$ cat src/rtl/router_fifo.sv
// router_fifo: per-destination output buffer of the 1x3 router.
// Stores 9-bit entries ({header_tag, byte}) written by the register stage and
// hands bytes to the destination client with one cycle of read latency.
// While reading, it counts down the packet length taken from the header byte.
// It raises pkt_end alongside the parity byte.
//
// Ports:
//   clk, rst          clock, synchronous active-high reset
//   soft_reset        synchronous flush on client time-out
//   write_enb         write request; lfd_state tags the written byte as header
//   data_in[7:0]      byte from register stage
//   read_enb          read request from destination client
//   data_out[7:0]     registered read data
//   data_valid        data_out was read on the previous cycle
//   pkt_end           one-cycle pulse on the packet's parity byte
//   empty, full       occupancy flags (combinational)
//   overflow/underflow  sticky error flags, present only when
//                       ROUTER_FIFO_OVF_EN is defined
module router_fifo #(
  parameter int unsigned DEPTH  = 16,
  parameter int unsigned ADDR_W = 4
) (
  input  logic       clk,
  input  logic       rst,
  input  logic       soft_reset,
  input  logic       write_enb,
  input  logic       lfd_state,
  input  logic [7:0] data_in,
  input  logic       read_enb,
  output logic [7:0] data_out,
  output logic       data_valid,
  output logic       pkt_end,
  output logic       empty,
  output logic       full
`ifdef ROUTER_FIFO_OVF_EN
  ,
  output logic       overflow,
  output logic       underflow
`endif
);

  logic [8:0]        mem [DEPTH];

  logic [ADDR_W:0]   wr_ptr_q, wr_ptr_d;
  logic [ADDR_W:0]   rd_ptr_q, rd_ptr_d;
  logic [6:0]        pkt_cnt_q, pkt_cnt_d;
  logic [7:0]        data_out_q, data_out_d;
  logic              data_valid_q, data_valid_d;
  logic              pkt_end_q, pkt_end_d;

  logic              do_wr, do_rd;
  logic [8:0]        rd_word;

  assign empty = (wr_ptr_q == rd_ptr_q);
  assign full  = (wr_ptr_q[ADDR_W] != rd_ptr_q[ADDR_W]) &&
                 (wr_ptr_q[ADDR_W-1:0] == rd_ptr_q[ADDR_W-1:0]);

  assign do_wr   = write_enb && !full && !soft_reset;
  assign do_rd   = read_enb && !empty && !soft_reset;
  assign rd_word = mem[rd_ptr_q[ADDR_W-1:0]];

  always_comb begin
    wr_ptr_d     = wr_ptr_q;
    rd_ptr_d     = rd_ptr_q;
    pkt_cnt_d    = pkt_cnt_q;
    data_out_d   = data_out_q;
    data_valid_d = 1'b0;
    pkt_end_d    = 1'b0;
    if (soft_reset) begin
      wr_ptr_d   = '0;
      rd_ptr_d   = '0;
      pkt_cnt_d  = '0;
      data_out_d = '0;
    end else begin
      if (do_wr) wr_ptr_d = wr_ptr_q + 1'b1;
      if (do_rd) begin
        rd_ptr_d     = rd_ptr_q + 1'b1;
        data_out_d   = rd_word[7:0];
        data_valid_d = 1'b1;
        if (rd_word[8]) begin
          // Header: payload length field plus one for the parity byte.
          pkt_cnt_d = {1'b0, rd_word[7:2]} + 7'd1;
        end else if (pkt_cnt_q != '0) begin
          pkt_cnt_d = pkt_cnt_q - 7'd1;
          pkt_end_d = (pkt_cnt_q == 7'd1);
        end
      end
    end
  end

  always_ff @(posedge clk) begin
    if (rst) begin
      wr_ptr_q     <= '0;
      rd_ptr_q     <= '0;
      pkt_cnt_q    <= '0;
      data_out_q   <= '0;
      data_valid_q <= 1'b0;
      pkt_end_q    <= 1'b0;
    end else begin
      wr_ptr_q     <= wr_ptr_d;
      rd_ptr_q     <= rd_ptr_d;
      pkt_cnt_q    <= pkt_cnt_d;
      data_out_q   <= data_out_d;
      data_valid_q <= data_valid_d;
      pkt_end_q    <= pkt_end_d;
    end
  end

  // Array contents survive both resets; only the pointers are cleared.
  always_ff @(posedge clk) begin
    if (!rst && do_wr) mem[wr_ptr_q[ADDR_W-1:0]] <= {lfd_state, data_in};
  end

  assign data_out   = data_out_q;
  assign data_valid = data_valid_q;
  assign pkt_end    = pkt_end_q;

`ifdef ROUTER_FIFO_OVF_EN
  logic overflow_q, overflow_d;
  logic underflow_q, underflow_d;

  always_comb begin
    overflow_d  = overflow_q  | (write_enb & full);
    underflow_d = underflow_q | (read_enb & empty);
    if (soft_reset) begin
      overflow_d  = 1'b0;
      underflow_d = 1'b0;
    end
  end

  always_ff @(posedge clk) begin
    if (rst) begin
      overflow_q  <= 1'b0;
      underflow_q <= 1'b0;
    end else begin
      overflow_q  <= overflow_d;
      underflow_q <= underflow_d;
    end
  end

  assign overflow  = overflow_q;
  assign underflow = underflow_q;
`endif

endmodule

$ cat config.mk
export PLATFORM = sky130hd
export DESIGN_NAME = router_fifo
export DESIGN_NICKNAME = d
export VERILOG_FILES = /design/src/rtl/router_fifo.sv
export SDC_FILE = /design/constraint.sdc
export NUM_CORES = 1
export LEC_CHECK = 0
export CORE_ASPECT_RATIO = 1.25
export CORE_UTILIZATION = 63
export CTS_BUF_LIST = sky130_fd_sc_hd__clkbuf_8
export DETAILED_ROUTE_END_ITERATION = 12
export GPL_TIMING_DRIVEN = 0
export PLACE_DENSITY = 0.94
export SYNTH_ARGS = -nofsm -noshare
export SYNTH_HDL_FRONTEND = slang
export SYNTH_SLANG_ARGS = --single-unit
$ cat constraint.sdc
create_clock -name clk -period 3.01 [get_ports clk]
set_clock_uncertainty 0.1 [all_clocks]
set_input_delay 0.602 -clock clk [delete_from_list [all_inputs] [get_ports clk]]
set_output_delay 0.602 -clock clk [all_outputs]
set_load 0.02 [all_outputs]
==> summary.md, run 1 <==
| Metric | Value |
|---|---|
| RSZ-0062 raised after global routing | `no` |
| WP data arrival | `3.11 ns` |
| Die Area | `11720 um^2` |
| Num CTS Buffers | `17` |
| Remaining global-route overflow | `0` |
| LEAKAGE | `2.619 nW` |
| Initial antenna violation count | `0` |
| Drt wl/cell | `24.22 um` |
| CTS tree | `built` |
| Slew HR | `48.90%` |
| Max IR drop VDD | `0.0003271 V` |
| # rows | `43` |
| Layout area overhead | `13.02%` |
| Worst Path Class, Setup | `reg2reg` |
| Met3 GRT Util | `5.260%` |
| Fin util | `72.85%` |
| Worst Setup End Kind | `flop` |
| Cells after DPL | `563` |
| Post-synthesis async set-or-reset flop share | `0%` |
| Most Used Layer, Global Route | `met2` |
| First-pass GRT wire length | `21860 um` |
| Hold Crit Class | `reg2reg` |
| Mapped Avg Cell Area | `17.82 um^2` |
| Num Clock Sinks | `175` |
| Synth Net Count | `422` |
| Post-Layout Cell Count | `594` |
| Routed WL | `14390 um` |
| PD cells | `552.2 nW/um^2` |
| M1 GR Usage | `32.63%` |
| Worst Tran Pin Value | `0.7665 ns` |
| Final Max Tran Viols | `0` |
| Top FF cell, synth | `edfxtp_1` |
| Final Cell Area | `8035 um^2` |
| Synth Cell Area | `7109 um^2` |
| # fillers | `603` |
| Number of vias in the routed layout | `3821` |
| Worst-path fanout max | `10` |
| Die W | `97.02 um` |
| Ys Warns | `0` |
| Status | `finished clean` |
| H-tree depth | `4` |
| Post-synthesis sequential area ratio | `69.55%` |
| DRT antenna net count | `0` |
| Height of the die | `120.8 um` |
| Initial core utilization | `64.46%` |
| CTS clk-pin slew, worst paths | `0.10 ns` |
| Vias/cell | `6.433` |
| Post-DP HPWL | `9457 um` |
| Gate Count Post-Synth | `399` |
| Setup TNS Final | `0 ns` |
| Largest net degree at the start of global routing | `18` |
| Hold-fix buffers, CTS | `0` |
| Minimum clock period | `2.823 ns` |
| Vias in the first global route | `3867` |
| Fin crit share | `93.80%` |
| Top Ports | `26` |
| Final-stage net count | `469` |
| Max Cap Viol | `0` |
| Placed instance area | `7594 um^2` |
| Yosys cell types | `44` |
| Fmax | `0.3542 GHz` |
| Initial DRC count | `371` |
| Tot GR Track Use | `26.34%` |
| Post-synthesis register bit count | `175` |
| Startpoint Class | `flop` |
| Clk Latency, worst-skew pair | `0.46 ns` |
| CTS root buffer | `clkbuf_8` |
| Port buffer count | `25` |
| EDFF count, synth | `144` |
| Hold_sp | `data_out[6]$_SDFFE_PP0N_` |
| DRC viols | `0` |
| Postcts setup bufs | `0` |
| Critical Path RT | `3.29 ns` |
| Core Region | `11030 um^2` |
| Final hold violations | `0` |
| Setup Viol. Count Final | `0` |
| Max clock buf depth | `2` |
| Placer Congestion | `0.8549` |
| Ant diodes | `0` |
| Layout cells sized above 1 | `20.26%` |
| DRT Pass-1 Iters | `5` |
| Met2 usage | `43.71%` |
| Total power | `4.437 mW` |
-- area by class of cell --
type,instances,area [um^2],share of cell area [%]
flip-flops and latches,175,4946,61.55
multi-input cells,199,2086,25.96
repair buffers,29,295.3,3.675
clock buffers,17,234.0,2.912
clock inverters,15,173.9,2.164
well taps,135,168.9,2.102
plain buffers,17,105.1,1.308
inverters,7,26.28,0.3270
-- Yosys cell counts (4+ instances only) --
| master | count | area share (%) |
|---|---|---|
| mux4_1 | 16 | 5.9 |
| edfxtp_1 | 144 | 61 |
| xor2_1 | 12 | 1.5 |
| mux4_2 | 27 | 8.6 |
| xnor2_1 | 5 | 0.62 |
| a21oi_1 | 5 | 0.35 |
| clkbuf_1 | 7 | 0.37 |
| buf_2 | 4 | 0.28 |
| nor3_1 | 5 | 0.35 |
| nor2_1 | 40 | 2.1 |
| ha_1 | 9 | 1.6 |
| nand3_1 | 14 | 0.99 |
| inv_1 | 7 | 0.37 |
| nand4_1 | 6 | 0.53 |
| nand2_1 | 11 | 0.58 |
| mux2i_1 | 12 | 1.7 |
| dfxtp_1 | 31 | 8.7 |
-- per-layer routing --
layer / wire [um] / share of wire (%)
met3: 851 / 5.9
met1: 5469 / 38
met5: 0 / 0
met2: 7442 / 52
met4: 622 / 4.3
-- kinds of logic after synthesis --
group                      after synthesis  synth area share [%]
and+or+nand+nor                         90                 6.001
xor gates and xnor gates                17                 2.094
muxes                                   55                 16.16
DFF                                    175                 69.55
AOI/OAI and AO/OA                       28                 2.746
buffers and inverters                   25                 1.866
adders and majority gates                9                 1.584
-- critical path, stage by stage (launching register included) --
cell	delay, ns
dfxtp_1	0.34
buf_6	0.17
buf_8	0.17
mux4_1	0.59
mux4_2	0.59
ha_1	0.29
xor2_1	0.18
mux2i_1	0.09
a211oi_1	0.21
-- flip-flops by register name, summed over array words and instances, names as in the netlist, named ones only --
name,flops
data_out,8
wr_ptr_q,5
pkt_end,1
mem,144
data_valid,1
rd_ptr_q,5
pkt_cnt_q,7
-- final timing paths --
kind	endpoint	slack [ns]	depth (start not counted)
max	pkt_cnt_q[2]$_SDFFE_PP0P_	0.19	8
min	data_out[6]$_SDFFE_PP0N_	0.41	2
max reg2reg	pkt_cnt_q[2]$_SDFFE_PP0P_	0.19	8
min reg2reg	data_out[6]$_SDFFE_PP0N_	0.41	2
-- through the flow --
stage,hold slack (ns),setup slack [ns]
floorplan,0.3981,0.3016
global placement,0.3730,-0.8470
detailed placement,0.3945,-0.4592
CTS,0.4180,0.06881
global route,0.4578,0.05429
finish,0.4119,0.1866
-- power by group --
part | switching, mW | total, mW | internal [mW] | leakage, nW
sequential | 0.00510 | 2.63 | 2.62 | 1.55
clock | 0.889 | 1.65 | 0.764 | 0.199
combinational | 0.0905 | 0.158 | 0.0671 | 0.874
-- cells in the final DEF, fill, tap and decap left out, types with 3 or more instances in the layout --
master           synthesis  final
dfxtp_1                 31     30
xor2_1                  12     12
mux4_2                  27     27
buf_6                    2      6
nor2_2                   0     12
nor2_1                  40     28
nand2b_1                 3      3
a21oi_1                  5      5
clkdlybuf4s50_1          0     25
clkbuf_1                 7      6
mux4_1                  16     16
inv_1                    7      7
nand3_1                 14     14
ha_1                     9      9
buf_2                    4      3
edfxtp_1               144    144
mux2i_1                 12     12
nand4_1                  6      6
nand2_1                 11     11
clkinvlp_4               0      3
inv_6                    0      4
inv_8                    0      3
clkbuf_8                 0     17
o21ai_0                  3      3
o22ai_1                  3      3
nor3_2                   0      4
xnor2_1                  5      5
a22oi_1                  3      3
-- what timing repair did --
action	CTS	global route
cloned	0	0
endpoints found under the setup margin	131	2
gates resized for setup	13	2
Note: power is estimated with default switching activity, not from simulation.
==> run 2: changes to the inputs <==
--- a/config.mk
+++ b/config.mk
@@ -5,9 +5,11 @@
 export SDC_FILE = /design/constraint.sdc
 export NUM_CORES = 1
 export LEC_CHECK = 0
+export ABC_AREA = 1
 export CORE_ASPECT_RATIO = 1.25
 export CORE_UTILIZATION = 63
 export CTS_BUF_LIST = sky130_fd_sc_hd__clkbuf_8
+export CTS_CLUSTER_DIAMETER = 30
 export DETAILED_ROUTE_END_ITERATION = 12
 export GPL_TIMING_DRIVEN = 0
 export PLACE_DENSITY = 0.94
==> summary.md, run 2 <==
| Metric | Value |
|---|---|
| Post-synth top area cell | `edfxtp_1 (unchanged)` |
| Post-synth top area share | `56.96% (was 60.82%)` |
| Drt wl/cell | `21.54 um (was 24.22 um)` |
| Minimum clock period | `2.942 ns (was 2.823 ns)` |
| Initial core utilization | `65.04% (was 64.46%)` |
| Pre-CTS WS | `-0.5555 ns (was -0.4592 ns)` |
| Core Region | `11670 um^2 (was 11030 um^2)` |
| Post-synth top cells | `145 x nand2_1, 144 x edfxtp_1, 75 x nor2_1, 66 x inv_1, 61 x nand3_1 (was 144 x edfxtp_1, 40 x nor2_1, 31 x dfxtp_1, 27 x mux4_2, 16 x mux4_1)` |
| Setup TNS Final | `0 ns (unchanged)` |
| Max Cap Viol | `0 (unchanged)` |
| Post-synthesis sequential area ratio | `65.14% (was 69.55%)` |
| Postcts setup bufs | `0 (unchanged)` |
| Num CTS Buffers | `17 (unchanged)` |
| Fin Hold WS | `0.3698 ns (was 0.4119 ns)` |
| CTS tree | `built (unchanged)` |
| Placer Congestion | `0.8732 (was 0.8549)` |
| Commonest non-fill, non-tap cells in the layout | `145 x nand2_1, 144 x edfxtp_1, 67 x inv_1, 61 x nand3_1, 59 x nor2_1 (was 144 x edfxtp_1, 30 x dfxtp_1, 28 x nor2_1, 27 x mux4_2, 25 x clkdlybuf4s50_1)` |
| EDFF count, synth | `144 (unchanged)` |
| Largest net degree at the start of global routing | `17 (was 18)` |
| RSZ-0062 raised after global routing | `yes (was no)` |
| Fin util | `73.21% (was 72.85%)` |
| Slew HR | `46.67% (was 48.90%)` |
| Worst Path Class, Setup | `in2reg (was reg2reg)` |
| Area contributors post-synth | `edfxtp_1 57%, dfxtp_1 8.2%, nand2_1 7.2% (was edfxtp_1 61%, dfxtp_1 8.7%, mux4_2 8.6%)` |
| Synth Cell Area | `7591 um^2 (was 7109 um^2)` |
| Initial antenna violation count | `0 (unchanged)` |
| Max incr delay on CP | `0.67 ns (was 0.59 ns)` |
| Ant diodes | `0 (unchanged)` |
| Remaining global-route overflow | `0 (unchanged)` |
| Hold-fix buffers, CTS | `0 (unchanged)` |
| Top Ports | `26 (unchanged)` |
| H-tree depth | `4 (unchanged)` |
| PD cells | `559.7 nW/um^2 (was 552.2 nW/um^2)` |
| Setup Viol. Count Final | `0 (unchanged)` |
| Worst-path fanout max | `9 (was 10)` |
| Slowest cell on crit path | `nor2_2 (was mux4_1)` |
| Final Max Tran Viols | `0 (unchanged)` |
| Final-stage net count | `774 (was 469)` |
| Post-DP HPWL | `11780 um (was 9457 um)` |
| CTS clk-pin slew, worst paths | `0.08 ns (was 0.10 ns)` |
| Layout area overhead | `12.56% (was 13.02%)` |
| Hold_sp | `data_out[4]$_SDFFE_PP0N_ (was data_out[6]$_SDFFE_PP0N_)` |
| Tot GR Track Use | `33.29% (was 26.34%)` |
| Worst Tran Pin Value | `0.7992 ns (was 0.7665 ns)` |
| Number of vias in the routed layout | `5898 (was 3821)` |
| Port buffer count | `25 (unchanged)` |
| Layout cells sized above 1 | `12.96% (was 20.26%)` |
| DRC viols | `0 (unchanged)` |
| Max reg flops | `144 (unchanged)` |
| Routed WL | `19920 um (was 14390 um)` |
| Cells after DPL | `893 (was 563)` |
| Fmax | `0.3399 GHz (was 0.3542 GHz)` |
| Startpoint Class | `input port (was flop)` |
| Yosys cell types | `37 (was 44)` |
| LEAKAGE | `3.285 nW (was 2.619 nW)` |
| Ys Warns | `0 (unchanged)` |
| Most common cell after layout, fill and taps aside | `nand2_1 (was edfxtp_1)` |
| Critical path cell sequence | `clkdlybuf4s50_1 > nor2_1 > inv_1 > nor2_1 > nand2_1 > nor2_2 (was buf_6 > buf_8 > mux4_1 > mux4_2 > ha_1 > xor2_1 > mux2i_1 > a211oi_1)` |
| Num Clock Sinks | `175 (unchanged)` |
| Vias in the first global route | `5897 (was 3867)` |
| Most frequent cell after synthesis | `nand2_1 (was edfxtp_1)` |
| Clk Latency, worst-skew pair | `0.47 ns (was 0.46 ns)` |
| FF-to-FF Start | `rd_ptr_q[1]$_SDFFE_PP0N_` |
| Critical Path RT | `3.00 ns (was 3.29 ns)` |
| Post-synthesis async set-or-reset flop share | `0% (unchanged)` |
| Initial DRC count | `873 (was 371)` |
| Mapped Avg Cell Area | `10.74 um^2 (was 17.82 um^2)` |
| WP data arrival | `2.93 ns (was 3.11 ns)` |
| CTS root buffer | `clkbuf_8 (unchanged)` |
| Worst Setup End Kind | `flop (unchanged)` |
| Hold Crit Class | `reg2reg (unchanged)` |
| Height of the die | `124.7 um (was 120.8 um)` |
| Flop-to-flop setup slack | `0.35 ns (was 0.19 ns)` |
| Synth Net Count | `730 (was 422)` |
| CP startpoint | `soft_reset` |
| Vias/cell | `6.376 (was 6.433)` |
| Max clock buf depth | `2 (unchanged)` |
| Post-synthesis register bit count | `175 (unchanged)` |
| Gate Count Post-Synth | `707 (was 399)` |
| Die Area | `12500 um^2 (was 11720 um^2)` |
| Die W | `100.2 um (was 97.02 um)` |
| Fin crit share | `97.73% (was 93.80%)` |
| DRT antenna net count | `0 (unchanged)` |
| Max IR drop VDD | `0.0003300 V (was 0.0003271 V)` |
| First-pass GRT wire length | `30390 um (was 21860 um)` |
| Status | `finished clean (unchanged)` |
| # rows | `44 (was 43)` |
| Top FF cell, synth | `edfxtp_1 (unchanged)` |
| Critical Path Most Common Cell | `nor2_1` |
| Worst setup margin | `0.06823 ns (was 0.1866 ns)` |
| Final hold violations | `0 (unchanged)` |
| Post-Layout Cell Count | `925 (was 594)` |
| DRT Pass-1 Iters | `6 (was 5)` |
[run 2: changes by cell type in the layout (fill, tap and decap cells not counted), sizes merged, moves of 6 or more]
cell | before | now
a21oi | 5 | 24
buf | 14 | 23
inv | 14 | 75
mux2i | 12 | 0
mux4 | 43 | 0
nand2 | 11 | 152
nand3 | 14 | 66
nand4 | 6 | 0
nor2 | 40 | 79
o211ai | 0 | 14
o21ai | 3 | 54
o221ai | 0 | 6
xor2 | 12 | 6
[run 2: logic make-up after synthesis]
group	count (synthesis)	synth area share [%]
xor gates and xnor gates	9	1.038
buffers and inverters	102	6.642
and+or+nand+nor	306	17.57
AOI/OAI and AO/OA	106	8.126
adders and majority gates	9	1.483
DFF	175	65.14
[run 2: cell type report]
cell class	instances	area, um^2
sequential	175	4947
fill	679	3127
multi-input combinational	430	2187
inverter	73	281.5
timing repair buffer	25	252.7
clock buffer	17	234.0
buffer	29	222.7
clock inverter	15	217.7
tap	161	201.4
[run 2: critical path: cells and delay by family]
family,cells,cell delay [ns]
AND/OR/NAND/NOR,4,1.62
buffers and inverters,2,0.70
[run 2: what timing repair did]
action                     in CTS  in global routing
pin swaps                       0                  0
cloned                          0                  0
setup endpoints to repair     126                 37
resized for setup              12                  8
[run 2: final timing paths]
check / endpoint / cells after the start
worst max-delay path: mem[6][3]$_DFFE_PP_ / 6
worst min-delay path: data_out[4]$_SDFFE_PP0N_ / 2
worst max register to register: mem[6][3]$_DFFE_PP_ / 8
worst min register to register: data_out[4]$_SDFFE_PP0N_ / 2
[run 2: metrics by stage]
stage                     power, mW  instance area, um^2
after floorplan               2.857                 7591
after global placement        2.948                 8043
after detailed placement      2.965                 8043
after CTS                     4.745                 8524
after global routing          4.876                 8544
final                         4.782                 8544
[run 2: metal layers]
| metal | track usage, % | share of wire (%) | up-vias |
|---|---|---|---|
| met5 | 0 | 0 | - |
| met4 | 26.51 | 7.6 | 0 |
| met3 | 8.642 | 11 | 138 |
| met2 | 52.18 | 49 | 551 |
| met1 | 38.31 | 33 | 2707 |
| li1 | - | - | 2502 |
[run 2: where the power goes]
part / switching [mW] / leakage (nW) / total, mW / internal, mW
logic: 0.193 / 1.51 / 0.290 / 0.0967
clock network: 0.869 / 0.231 / 1.86 / 0.986
registers: 0.00913 / 1.55 / 2.64 / 2.63
